[src/rtl/tt_um_taghreed_eialsalman_mux_in_cond.sv]
// Input conditioning for the downstream 2:1 mux: synchronises and debounces raw A, B and
// the S button, and derives a select level (toggle or direct) plus change/busy flags.
module tt_um_taghreed_eialsalman_mux_in_cond #(
  parameter int DEBOUNCE_CYCLES = 16
) (
  input  logic       clk,
  input  logic       rst_n,
  input  logic       ena,
  input  logic [7:0] ui_in,
  output logic [7:0] uo_out,
  input  logic [7:0] uio_in,
  output logic [7:0] uio_out,
  output logic [7:0] uio_oe
);

  localparam int CNT_W = $clog2(DEBOUNCE_CYCLES);
  localparam int NCH   = 3;
  localparam logic [CNT_W-1:0] CNT_MAX = CNT_W'(DEBOUNCE_CYCLES - 1);

  logic [3:0]     r_sync1;
  logic [3:0]     r_sync2;
  logic [NCH-1:0] w_clean;
  logic [NCH-1:0] w_busy;

  logic w_mode;
  logic w_s_rise;
  logic w_mode_fall;
  logic w_sel_next;
  logic r_mode_prev;
  logic r_s_prev;
  logic r_sel;
  logic r_sel_chg;

  // ena, uio_in and the upper ui_in bits carry no function in this stage
  logic w_unused;
  assign w_unused = &{1'b0, ena, uio_in, ui_in[7:4]};

  always_ff @(posedge clk or negedge rst_n) begin
    if (!rst_n) begin
      r_sync1 <= '0;
      r_sync2 <= '0;
    end else begin
      r_sync1 <= ui_in[3:0];
      r_sync2 <= r_sync1;
    end
  end

  // One debounce counter per channel: 0 = A, 1 = B, 2 = S
  genvar gi;
  generate
    for (gi = 0; gi < NCH; gi++) begin : g_deb
      logic [CNT_W-1:0] r_cnt;
      logic             r_clean;

      always_ff @(posedge clk or negedge rst_n) begin
        if (!rst_n) begin
          r_cnt   <= '0;
          r_clean <= 1'b0;
        end else if (r_sync2[gi] == r_clean) begin
          r_cnt <= '0;
        end else if (r_cnt == CNT_MAX) begin
          r_clean <= r_sync2[gi];
          r_cnt   <= '0;
        end else begin
          r_cnt <= r_cnt + 1'b1;
        end
      end

      assign w_clean[gi] = r_clean;
      assign w_busy[gi]  = (r_cnt != '0);
    end
  endgenerate

  assign w_mode      = r_sync2[3];
  assign w_s_rise    = w_clean[2] & ~r_s_prev;
  assign w_mode_fall = r_mode_prev & ~w_mode;

  // A press landing on the same cycle MODE drops to toggle is still handled as direct
  always_comb begin
    w_sel_next = r_sel;
    if (w_mode || (w_mode_fall && w_s_rise)) begin
      w_sel_next = w_clean[2];
    end else if (w_s_rise) begin
      w_sel_next = ~r_sel;
    end
  end

  always_ff @(posedge clk or negedge rst_n) begin
    if (!rst_n) begin
      r_mode_prev <= 1'b0;
      r_s_prev    <= 1'b0;
      r_sel       <= 1'b0;
      r_sel_chg   <= 1'b0;
    end else begin
      r_mode_prev <= w_mode;
      r_s_prev    <= w_clean[2];
      r_sel       <= w_sel_next;
      r_sel_chg   <= (w_sel_next != r_sel);
    end
  end

  assign uo_out  = {3'b000, |w_busy, r_sel_chg, r_sel, w_clean[1], w_clean[0]};
  assign uio_out = 8'h00;
  assign uio_oe  = 8'h00;

endmodule
[config.mk]
export PLATFORM = sky130hd
export DESIGN_NAME = tt_um_taghreed_eialsalman_mux_in_cond
export DESIGN_NICKNAME = d
export VERILOG_FILES = /design/src/rtl/tt_um_taghreed_eialsalman_mux_in_cond.sv
export SDC_FILE = /design/constraint.sdc
export NUM_CORES = 1
export LEC_CHECK = 0
export BUFFER_PORTS_ARGS = -buffer_cell sky130_fd_sc_hd__buf_2
export CAP_MARGIN = 5
export CORE_MARGIN = 8
export CORE_UTILIZATION = 30
export DETAILED_ROUTE_END_ITERATION = 10
export GPL_TIMING_DRIVEN = 0
export SLEW_MARGIN = 20
export SYNTH_ARGS = -nofsm -noshare
export SYNTH_HDL_FRONTEND = slang
export SYNTH_SLANG_ARGS = --single-unit
[constraint.sdc]
create_clock -name clk -period 1.45 [get_ports clk]
set_input_delay 0.29 -clock clk [delete_from_list [all_inputs] [get_ports clk]]
set_output_delay 0.29 -clock clk [all_outputs]
set_load 0.005 [all_outputs]
==> flow_summary_export.csv <==
group,metric,value,unit
final_layout,nNetsFinal,173,
clock_tree,clk_root_buffer_cell,"clkbuf_8",
clock_tree,numClockSinks,27,
final_layout,area.sequential,676,um2
setup_path,crit_type,"reg2out",
pwr,swShare,23.6,%
setup_path,crit_fanout,2,
setup_path,worst-endpoint-arrival,1.32,ns
die,core_area,4030,um2
pwr,p_int,1080,uW
final_layout,drive_above_1_share,35.4,%
logic_synthesis,ys.warnings.count,0,
die,die_x,80.9,um
routing,num_vias,788,
pwr,vdd_drop_max,0.505,mV
setup_path,critPathMaxStageDelay,0.40,ns
die,die-area,6540,um2
logic_synthesis,syn_area,1260,um2
placed_design,place_congestion,0.638,
routing,drt-initial-drc-count,14,
sta,fin_ws,-0.163,ns
sta,whs,0.0142,ns
status,violations,"setup timing",
setup_path,cp.required,1.16,ns
pwr,power_frac_clock,29.4,%
sta,setup_violations,1,
final_layout,fillers,412,
clock_tree,clk-insertion-delay-late,0.26,ns
clock_tree,clock_path_buffers,2,
routing,wl,2050,um
die,io_pins,43,
routing,ant_nets,0,
global_routing,antenna_found_initial,0,
final_layout,multi_input_area,495,um2
logic_synthesis,synth.area.top_cells,"dfrtp_1 (54%), buf_4 (14%), ha_1 (5.9%)",
final_layout,diodes,0,
sta,worst_pin_slew,0.587,ns
setup_path,crit_family,"flip-flops",
global_routing,grt_use_total,6.20,%
logic_synthesis,netlist_instances,112,
global_routing,grt_pass1_wl,3220,um
placed_design,pre_cts_slack,0.0343,ns
logic_synthesis,syn_area_per_cell,11.3,um2
pwr,pwr-share-comb,13.0,%
sta,drv_slew,0,
sta,finalSetupTns,-0.163,ns
routing,drc_errors,0,
routing,via_per_inst,4.00,
sta,slew_headroom,60.9,%
logic_synthesis,synth_largest_area_cell,"dfrtp_1",
global_routing,grt_overflow,0,
pwr,p_per_area,903,nW/um2
routing,firstDrtPassIters,4,
final_layout,mostFrequentLayoutCell,"dfrtp_1",
setup_path,startpoint_type,"flop",
pwr,leakage,0.000767,uW
die,rows,23,
final_layout,syn_to_final_growth,24.0,%
logic_synthesis,synth_top_area_share,53.5,%
logic_synthesis,ys_seq_area_share,53.5,%
status,outcome,"complete, but fails checks",
flow_run,maxCapViolations,0,
sta,hold_viol_final,0,
pwr,p_seq_share,57.6,%
clock_tree,htree_levels,1,
sta,finalCriticalPeriod,1.61,ns
sta,rsz0062_at_grt,"true",
logic_synthesis,synth_cell_type_count,22,
placed_design,post-dp-hpwl,1590,um
clock_tree,hold_buffers,0,
global_routing,grt_max_degree,28,
logic_synthesis,synth-seq-cells,27,
pwr,p_switching,334,uW
sta,finalCritPeriodShare,111,%
sta,clock_skew,0.00170,ns
clock_tree,cts_tree,"yes",
setup_path,crit_buf_inv,2,
placed_design,port_buffers,10,
sta,max_freq,620,MHz
setup_path,crit_chain,"inv_2, ha_4, nor4b_4, nand4_1, buf_2",
final_layout,layout_common_cells,"dfrtp_1 (27), buf_4 (26), conb_1 (19), buf_2 (10), a21oi_1 (7)",
global_routing,grt_pass1_vias,757,
clock_tree,cts_made_buffers,3,
routing,wire_per_inst,10.4,um
die,fp.dieH,80.9,um
setup_path,crit_slowest_cell,"dfrtp_1",
die,initial_utilization,31.3,%
min_path,hp-class,"in2async",
setup_path,end_kind,"output port",
clock_tree,path_clk_slew,0.09,ns
==> worst register-to-register path: cells and delay by family (launching register included) <==
kind          cells  cell delay, ns
fa+ha+maj         1            0.24
buf+inv           1            0.15
flops             1            0.41
mux               1            0.33
simple gates      1            0.11
==> area by class of cell <==
type	instances	share of cell area (%)
plain buffers	23	11.0
clock buffers	3	2.64
clock inverters	1	0.480
inverters	10	2.40
multi-input cells	70	31.7
flip-flops and latches	27	43.2
well taps	50	4.00
repair buffers	13	4.64
==> routing by layer <==
metal / up-vias / share of wire, % / global-route usage (%)
li1: 397 / - / -
met1: 363 / 39 / 6.68
met2: 26 / 49 / 10.4
met3: 2 / 12 / 2.65
met4: 0 / 0.39 / 2.68
met5: - / 0 / 0
==> cells in the mapped netlist <==
library cell,instances
nand2_1,1
o22a_1,1
xnor2_1,6
o21ai_0,5
nor3b_1,3
inv_2,1
a311oi_1,1
or4_1,3
nor2b_1,3
conb_1,1
nor2_1,4
nor4b_1,1
nand4_1,1
ha_1,6
a21oi_1,7
inv_1,9
mux2_2,3
nand2b_1,1
dfrtp_1,27
nand3_1,4
nor4bb_1,1
buf_4,23
==> power by group through the flow <==
stage	Combinational, uW	Sequential (uW)	Clock (uW)
final	184	814	416
after CTS	159	812	445
after global placement	144	825	0
after detailed placement	148	828	0
after floorplan	109	822	0
after global routing	213	819	470
==> path summary, 6_finish.rpt <==
kind                       cells past startpoint  slack (ns)                         from                            to
max in group asynchronous                      1        1.05                        rst_n   g_deb[1].r_cnt[3]$_DFF_PN0_
max                                            5       -0.16  g_deb[2].r_cnt[1]$_DFF_PN0_                     uo_out[4]
max reg2reg                                    4        0.11  g_deb[2].r_cnt[0]$_DFF_PN0_  g_deb[2].r_clean$_DFFE_PN0P_
min                                            1        0.01                        rst_n          r_sync1[1]$_DFF_PN0_
min reg2reg                                    0        0.35         r_sync1[3]$_DFF_PN0_          r_sync2[3]$_DFF_PN0_
min in group clk                               1        0.12                     ui_in[1]          r_sync1[1]$_DFF_PN0_
==> kinds of logic after synthesis <==
logic type	synth area share, %
compound gates	6.14
xor+xnor	4.16
fa+ha+maj	5.95
buf+inv	16.7
flops	53.5
mux	2.68
other cells	0.297
simple gates	10.6
==> sequential cells by signal (all words and copies together), names as in the netlist <==
register and cells:
g_deb.r_cnt 12, r_sync1 4, r_sync2 4, g_deb.r_clean 3, r_mode_prev 1, r_s_prev 1, r_sel 1, r_sel_chg 1
==> stage by stage <==
stage	power (uW)	std cells	utilization, %	area, um2
finish	1410	197	38.9	1570
CTS	1420	196	37.7	1520
floorplan	931	130	-	1330
detailed placement	976	190	35.8	1440
global route	1500	197	38.9	1570
global placement	969	190	35.8	1440
==> what timing repair did <==
item	in CTS	in global routing
pin swaps	1	2
setup endpoints to repair	1	1
gates resized for setup	2	10
setup buffers	2	1
Power figures use the tool's default switching activity.
